<file path="src/rtl/addsub_arbiter.sv">
// addsub_arbiter: round-robin arbiter/sequencer sharing one W-bit add/subtract
// unit between N_REQ requesters. Each granted request runs IDLE -> EXEC -> RESP.
// The shared unit sees only registered operands. Its result is captured into a
// tagged response register that is held until the consumer takes it.
// Optional build macro ADDSUB_ARB_OVERLAP_EN: when it is defined, arbitration
// also runs in RESP while rsp_ready is high. The next grant then overlaps
// response retirement, giving a 2-cycle issue interval instead of 3.
module addsub_arbiter #(
    parameter int N_REQ = 4,
    parameter int W     = 16,
    parameter int IDW   = 2
) (
    input  logic                 clk,
    input  logic                 rst_n,
    input  logic [N_REQ-1:0]     req_valid,
    output logic [N_REQ-1:0]     req_ready,
    input  logic [N_REQ*W-1:0]   req_a,
    input  logic [N_REQ*W-1:0]   req_b,
    input  logic [2*N_REQ-1:0]   req_op,
    output logic [W-1:0]         au_in1,
    output logic [W-1:0]         au_in2,
    output logic                 au_cin1,
    output logic                 au_cin2,
    input  logic [W-1:0]         au_out,
    input  logic                 au_co,
    output logic                 rsp_valid,
    input  logic                 rsp_ready,
    output logic [IDW-1:0]       rsp_id,
    output logic [W-1:0]         rsp_data,
    output logic                 rsp_co
);

    localparam logic [1:0] IDLE = 2'd0;
    localparam logic [1:0] EXEC = 2'd1;
    localparam logic [1:0] RESP = 2'd2;

    localparam logic [N_REQ-1:0] ONE_N = {{(N_REQ-1){1'b0}}, 1'b1};

    logic [1:0]       state_reg, state_next;
    logic [IDW-1:0]   rr_ptr_reg, rr_ptr_next;
    logic [W-1:0]     a_reg, b_reg;
    logic [1:0]       op_reg;
    logic [IDW-1:0]   id_reg;
    logic [W-1:0]     rsp_data_reg;
    logic             rsp_co_reg;
    logic [IDW-1:0]   rsp_id_reg;

    logic             arb_en;
    logic             accept;
    logic [N_REQ-1:0] hi_mask, masked, pick_src, grant_oh;
    logic [IDW-1:0]   grant_idx;
    logic [W-1:0]     sel_a, sel_b;
    logic [1:0]       sel_op;

`ifdef ADDSUB_ARB_OVERLAP_EN
    // Arbitrate in IDLE, and also in RESP on the cycle the response retires
    assign arb_en = (state_reg == IDLE) || ((state_reg == RESP) && rsp_ready);
`else
    // Arbitrate only in IDLE
    assign arb_en = (state_reg == IDLE);
`endif

    // Round-robin pick: lowest valid index at or above rr_ptr, else lowest valid overall
    assign hi_mask  = ~((ONE_N << rr_ptr_reg) - ONE_N);
    assign masked   = req_valid & hi_mask;
    assign pick_src = (|masked) ? masked : req_valid;
    assign grant_oh = pick_src & (~pick_src + ONE_N);

    // One-hot grant to index and operand mux, built as an OR chain per requester
    for (genvar gi = 0; gi < N_REQ; gi++) begin : g_sel
        logic [IDW-1:0] idx_prev, idx_acc;
        logic [W-1:0]   a_prev, a_acc, b_prev, b_acc;
        logic [1:0]     op_prev, op_acc;
        if (gi == 0) begin : g_first
            assign idx_prev = '0;
            assign a_prev   = '0;
            assign b_prev   = '0;
            assign op_prev  = '0;
        end else begin : g_rest
            assign idx_prev = g_sel[gi-1].idx_acc;
            assign a_prev   = g_sel[gi-1].a_acc;
            assign b_prev   = g_sel[gi-1].b_acc;
            assign op_prev  = g_sel[gi-1].op_acc;
        end
        assign idx_acc = idx_prev | (grant_oh[gi] ? IDW'(gi) : '0);
        assign a_acc   = a_prev | (grant_oh[gi] ? req_a[gi*W +: W] : '0);
        assign b_acc   = b_prev | (grant_oh[gi] ? req_b[gi*W +: W] : '0);
        assign op_acc  = op_prev | (grant_oh[gi] ? req_op[gi*2 +: 2] : '0);
    end

    assign grant_idx = g_sel[N_REQ-1].idx_acc;
    assign sel_a     = g_sel[N_REQ-1].a_acc;
    assign sel_b     = g_sel[N_REQ-1].b_acc;
    assign sel_op    = g_sel[N_REQ-1].op_acc;

    // The granted requester's ready equals its valid, so any valid means a handshake
    assign accept    = arb_en && (|req_valid);
    // Ready is forced low while reset is held, even though the state already reads IDLE
    assign req_ready = grant_oh & {N_REQ{arb_en & rst_n}};

    assign rr_ptr_next = (grant_idx == IDW'(N_REQ-1)) ? '0 : grant_idx + IDW'(1);

    // Next-state logic for the IDLE/EXEC/RESP sequencer
    always_comb begin
        state_next = state_reg;
        case (state_reg)
            IDLE:    if (accept) state_next = EXEC;
            EXEC:    state_next = RESP;
            RESP:    if (rsp_ready) state_next = accept ? EXEC : IDLE;
            default: state_next = IDLE;
        endcase
    end

    // State register and round-robin pointer, which advances only on a handshake
    always_ff @(posedge clk or negedge rst_n) begin
        if (!rst_n) begin
            state_reg  <= IDLE;
            rr_ptr_reg <= '0;
        end else begin
            state_reg <= state_next;
            if (accept) rr_ptr_reg <= rr_ptr_next;
        end
    end

    // Latch the granted request's operands, op and index on the accept edge
    always_ff @(posedge clk or negedge rst_n) begin
        if (!rst_n) begin
            a_reg  <= '0;
            b_reg  <= '0;
            op_reg <= '0;
            id_reg <= '0;
        end else if (accept) begin
            a_reg  <= sel_a;
            b_reg  <= sel_b;
            op_reg <= sel_op;
            id_reg <= grant_idx;
        end
    end

    // Capture the shared unit's result at the end of EXEC and hold it through RESP
    always_ff @(posedge clk or negedge rst_n) begin
        if (!rst_n) begin
            rsp_data_reg <= '0;
            rsp_co_reg   <= 1'b0;
            rsp_id_reg   <= '0;
        end else if (state_reg == EXEC) begin
            rsp_data_reg <= au_out;
            rsp_co_reg   <= au_co;
            rsp_id_reg   <= id_reg;
        end
    end

    // Shared unit inputs come only from registers and read as zero outside EXEC
    assign au_in1  = (state_reg == EXEC) ? a_reg : '0;
    assign au_in2  = (state_reg == EXEC) ? b_reg : '0;
    assign au_cin1 = (state_reg == EXEC) && op_reg[1];
    assign au_cin2 = (state_reg == EXEC) && op_reg[0];

    assign rsp_valid = (state_reg == RESP);
    assign rsp_data  = rsp_data_reg;
    assign rsp_co    = rsp_co_reg;
    assign rsp_id    = rsp_id_reg;

endmodule

</file>
<file path="config.mk">
export PLATFORM = sky130hd
export DESIGN_NAME = addsub_arbiter
export DESIGN_NICKNAME = d
export VERILOG_FILES = /design/src/rtl/addsub_arbiter.sv
export SDC_FILE = /design/constraint.sdc
export NUM_CORES = 1
export LEC_CHECK = 0
export BUFFER_PORTS_ARGS = -buffer_cell sky130_fd_sc_hd__buf_2
export CORE_AREA = 3 3 125 127
export DETAILED_ROUTE_END_ITERATION = 10
export DIE_AREA = 0 0 128 130
export GPL_TIMING_DRIVEN = 0
export SLEW_MARGIN = 0
export SYNTH_ARGS = -nofsm -noshare
export SYNTH_HDL_FRONTEND = slang
export SYNTH_SLANG_ARGS = --single-unit
export TNS_END_PERCENT = 5
</file>
<file path="constraint.sdc">
create_clock -name clk -period 4.05 [get_ports clk]
set_input_delay 0.2025 -clock clk [delete_from_list [all_inputs] [get_ports clk]]
set_output_delay 0.2025 -clock clk [all_outputs]
set_load 0.01 [all_outputs]
</file>
Word-level counts from Yosys, hierarchy flattened
Cells that the tools add are included.
- equal/unequal tests: 5
- reductions and logical operators: 7
- bitwise operators: 17
- muxes and demuxes: 23
- shifts and indexed selects: 1
- $add $sub $neg: 3
- operators by type and width (kind ; count):
    $mux 16 ; 10
    $or 16x16->16 ; 6
    $mux 2 ; 9
    $and 4x4->4 ; 3
    $not 4->4 ; 2
    $or 2x2->2 ; 4
    $reduce_or 4->1 ; 2
    $pmux 2 s3 ; 1
    $add 4x1->4 const B ; 1
    $eq 2x2->1 const B ; 2
    $mux 4 ; 1
    $ne 2x1->1 const B ; 2
    $shl 1x2->4 const A ; 1
    $sub 4x1->4 const B ; 1
    $logic_and 1x1->1 ; 3
    $add 2x1->2 const B ; 1
    $eq 2x1->1 const B ; 1
    $logic_not 2->1 ; 1
    $mux 1 ; 2
    $or 1x2->2 ; 1
    $reduce_and 2->1 ; 1
    $and 1x1->1 ; 1
- bits of input ports: 160
- register bits after elaboration: 59
- word-level logic and storage cells: 65

Depth between registers and ports, before layout
- depth in word-level cells: 14
- mapped depth: 7

Least setup slack after synthesis
Ideal clock, no wire load.
- path type: register to output
- start: register rr_ptr_reg[1]
- end: output req_ready[3]
- data required time: 3.848 ns
- data arrival time: 1.269 ns
- stages on the path, launching flop included: 7
- slack: 2.579 ns
- cells stage by stage: dfrtp_1 > buf_4 > nor2b_1 > o21bai_2 > buf_2 > nand3_1 > nor2_1
- longest elaborated chain between the ends: 10
- ends and longest elaborated chain (element ; RTL line ; RTL):
    from (decl) ; 40 ; logic [IDW-1:0] rr_ptr_reg, rr_ptr_next;
    from (signal assigned) ; 121 ; if (accept) rr_ptr_reg <= rr_ptr_next;
    $shl 1x2->4 * ; 64 ; assign hi_mask = ~((ONE_N << rr_ptr_reg) - ONE_N);
    $sub 4x1->4 * ; 64 ;
    $not 4->4 * ; 64 ;
    $and 4x4->4 * ; 65 ; assign masked = req_valid & hi_mask;
    $reduce_or 4->1 ; 66 ; assign pick_src = (|masked) ? masked : req_valid;
    $mux 4 * ; 66 ;
    $not 4->4 ; 67 ; assign grant_oh = pick_src & (~pick_src + ONE_N);
    $add 4x1->4 ; 67 ;
    $and 4x4->4 * ; 67 ;
    $and 4x4->4 * ; 99 ; assign req_ready = grant_oh & {N_REQ{arb_en & rst_n}};
    to (decl) ; 16 ; output logic [N_REQ-1:0] req_ready,
Every way passes the cells marked *; elsewhere a longest branch is shown, timed or not.

Worst setup path after layout
Ends and elaborated chain as after synthesis.

==> impl_metrics.json <==
{
  "status": "finished, final reports clean",
  "crit_fanout": 10,
  "hold_end": "rsp_data[1]",
  "ys_async_sr_fraction_pct": 100,
  "viasPerCell": 5.13,
  "rsz0062_at_grt": "no",
  "start_util_pct": 24.2,
  "io_buffers": 217,
  "p_sw_w": 0.00164,
  "crit_top_cell": "buf_2",
  "drc": 0,
  "die_h_um": 130,
  "clock_latency_ns": 0.33,
  "maxCapViolCount": 0,
  "antenna_found_initial": 1,
  "r2r-end": "rsp_data[10]",
  "dieArea_um2": 16600,
  "ys_ff_latch": 59,
  "initialDrtViolationCount": 208,
  "postSynthAreaPerCell_um2": 9.65,
  "cts.sinks": 59,
  "ant_nets": 0,
  "rrSetupSlack_ns": 2.23,
  "fin_area_um2": 5180,
  "grt_pass1_vias": 4117,
  "finalSetupTns_ns": 0,
  "worst_pin_slew_ns": 0.811,
  "critPathCaptureType": "output port",
  "post-route-min-period_ns": 2.29,
  "boundaryPins": 218,
  "worstHoldPathType": "in2reg",
  "p_clk_share_pct": 21.8,
  "core_area_um2": 14500,
  "hold_violations": 0,
  "drt-pass1-iter-count": 4,
  "htreeDepth": 3,
  "synth_cell_types": 29,
  "synth-edff-count": 0,
  "dp_hpwl_um": 11100,
  "path_buf_inv": 3,
  "std_cell_rows": 44,
  "final_layout_size_suffix_gt1_share_pct": 48.7,
  "num_vias": 4008,
  "powerDensity_nw_per_um2": 786,
  "dieWidth_um": 128,
  "p_int_w": 0.00243,
  "start_kind": "flip-flop",
  "slew_viol_final": 0,
  "netlist_instances": 364,
  "r2r_start": "state_reg[1]",
  "skew_ns": 0.00641,
  "place_area_um2": 4830,
  "relSlewSlack_pct": 45.9,
  "worstPathRequired_ns": 3.85,
  "synth_top_flop_cell": "dfrtp_1",
  "ir_drop_uv": 219,
  "cts_buffer_depth": 2,
  "power_leakage_nw": 2.41,
  "arrival_ns": 2.08,
  "r2r_cells": 4,
  "n_antenna_cell": 0,
  "numCtsBuffers": 9,
  "cp_top_family": "buffers and inverters",
  "gp_congestion": 0.835,
  "cpPeakStageDelay_ns": 0.41,
  "crit_type": "reg2out",
  "crit_chain": "buf_4 -> nor2b_1 -> o21bai_2 -> buf_2 -> nand3_1 -> nor2_1 -> buf_2",
  "yosysSeqAreaShare_pct": 42.1,
  "fmaxAchievable_ghz": 0.437,
  "syn_nets": 524,
  "yosysWarnings": 0,
  "root_buffer": "clkbuf_16",
  "grt_overflow": 0,
  "slowest_stage": "o21bai_2",
  "grt_pass1_wl_um": 21800,
  "switching_share_pct": 40.4,
  "grt_util_all_layers_pct": 17.2,
  "grt_max_degree": 61,
  "min_from": "au_out[1]",
  "routed_wl_um": 14800,
  "seq_power_share_pct": 26.0,
  "cts-resized-gates": 0,
  "combPwrFrac_pct": 52.2,
  "nNetsFinal": 753,
  "hold_depth": 2,
  "path_clk_slew_ns": 0.06,
  "synthesis.area_um2": 3510,
  "wire_per_inst_um": 18.9,
  "area_growth_pct": 47.6,
  "cts_tree": "built",
  "min_period_over_period_pct": 56.4,
  "setup_viol": 0
}
-- cell usage after synthesis (2+ instances only) --
master	number	area share [%]
a32oi_1	34	8.5
nand3_1	35	5.0
nand2_1	3	0.32
dfrtp_1	59	42
nor2_1	42	4.5
a21oi_1	2	0.29
inv_1	2	0.21
and2_1	34	6.1
a41oi_1	34	8.5
clkbuf_1	8	0.86
o21bai_2	2	0.64
nor2b_1	5	0.89
buf_6	3	0.96
buf_4	5	1.1
buf_2	26	3.7
mux2_2	19	6.1
nand2b_1	3	0.53
a31oi_1	37	6.6
-- power groups by stage --
| stage | logic, W | registers [W] | clock network (W) |
|---|---|---|---|
| 2_1_floorplan | 0.00135 | 0.00108 | 0 |
| 3_3_place_gp | 0.00211 | 0.00105 | 0 |
| 3_5_place_dp | 0.00215 | 0.00107 | 0 |
| 4_1_cts | 0.00215 | 0.00106 | 0.000917 |
| 5_1_grt | 0.00233 | 0.00110 | 0.000939 |
| 6_report | 0.00213 | 0.00106 | 0.000889 |
-- cells in the final DEF (no fill, tap or decap), drive strengths merged, types with 2 or more instances in the layout --
master / count
and2: 34
bufinv: 3
nor2: 42
a32oi: 34
nor2b: 5
nand2b: 3
mux2: 19
a41oi: 34
o21bai: 2
clkinv: 2
buf: 252
a31oi: 37
or3: 2
nand3: 35
clkbuf: 19
inv: 3
nand2: 3
dfrtp: 59
a21oi: 2
-- worst reg2reg max path, cell delays in order, from the launching register on --
cell	delay (ns)
dfrtp_1	0.39
nor2b_1	0.10
buf_2	0.24
buf_1	0.56
mux2_2	0.41
-- repair_timing --
action | CTS | global route
endpoints found under the hold margin | 58 | 0
hold buffers | 1 | 0
setup buffers | 0 | 0
-- worst max path at each step --
| stage | cells after the start | endpoint | start | slack [ns] |
|---|---|---|---|---|
| after floorplan | 6 | req_ready[3] | rr_ptr_reg[1] | 2.58 |
| after global placement | 4 | req_ready[2] | rst_n | 1.91 |
| after detailed placement | 7 | req_ready[3] | req_valid[2] | 2.09 |
| after CTS | 7 | req_ready[3] | rr_ptr_reg[1] | 1.75 |
| after global routing | 7 | req_ready[3] | rr_ptr_reg[1] | 1.66 |
| final | 7 | req_ready[3] | rr_ptr_reg[1] | 1.76 |
-- cell families (layout without fill, tap and decap cells) --
kind of cell / count (synthesis) / count (layout) / share of synthesized area, %
simple gates: 125 / 125 / 18.0
compound gates: 115 / 115 / 26.9
mux: 19 / 19 / 6.09
buf+inv: 46 / 280 / 7.02
flops: 59 / 59 / 42.1
-- cell type report --
cell class | instances | area [µm²]
clock inverters | 5 | 100
repair buffers | 218 | 1100
clock buffers | 11 | 243
well taps | 184 | 230
multi-input cells | 259 | 1790
plain buffers | 43 | 235
inverters | 3 | 11.3
flip-flops and latches | 59 | 1480
fillers | 1535 | 9350
-- metrics by stage --
| stage | util [%] | power (W) | hold WS (ns) | setup slack (ns) | std cells |
|---|---|---|---|---|---|
| after global placement | 33.2 | 0.00316 | 0.438 | 1.91 | 765 |
| after floorplan | - | 0.00242 | -0.0931 | 2.58 | 364 |
| after detailed placement | 33.2 | 0.00322 | 0.349 | 2.09 | 765 |
| after CTS | 35.7 | 0.00413 | 0.0915 | 1.75 | 782 |
| after global routing | 35.7 | 0.00436 | 0.102 | 1.66 | 782 |
| final | 35.7 | 0.00407 | 0.110 | 1.76 | 782 |
-- layer usage --
metal | vias to the layer above | GRT usage [%] | wire, µm
met5 | - | 0 | 13
met4 | 2 | 7.74 | 429
met3 | 33 | 4.09 | 1100
met2 | 200 | 29.7 | 7070
met1 | 1900 | 20.4 | 6150
li1 | 1873 | - | -
No activity file was read; power rests on OpenSTA's default activity.
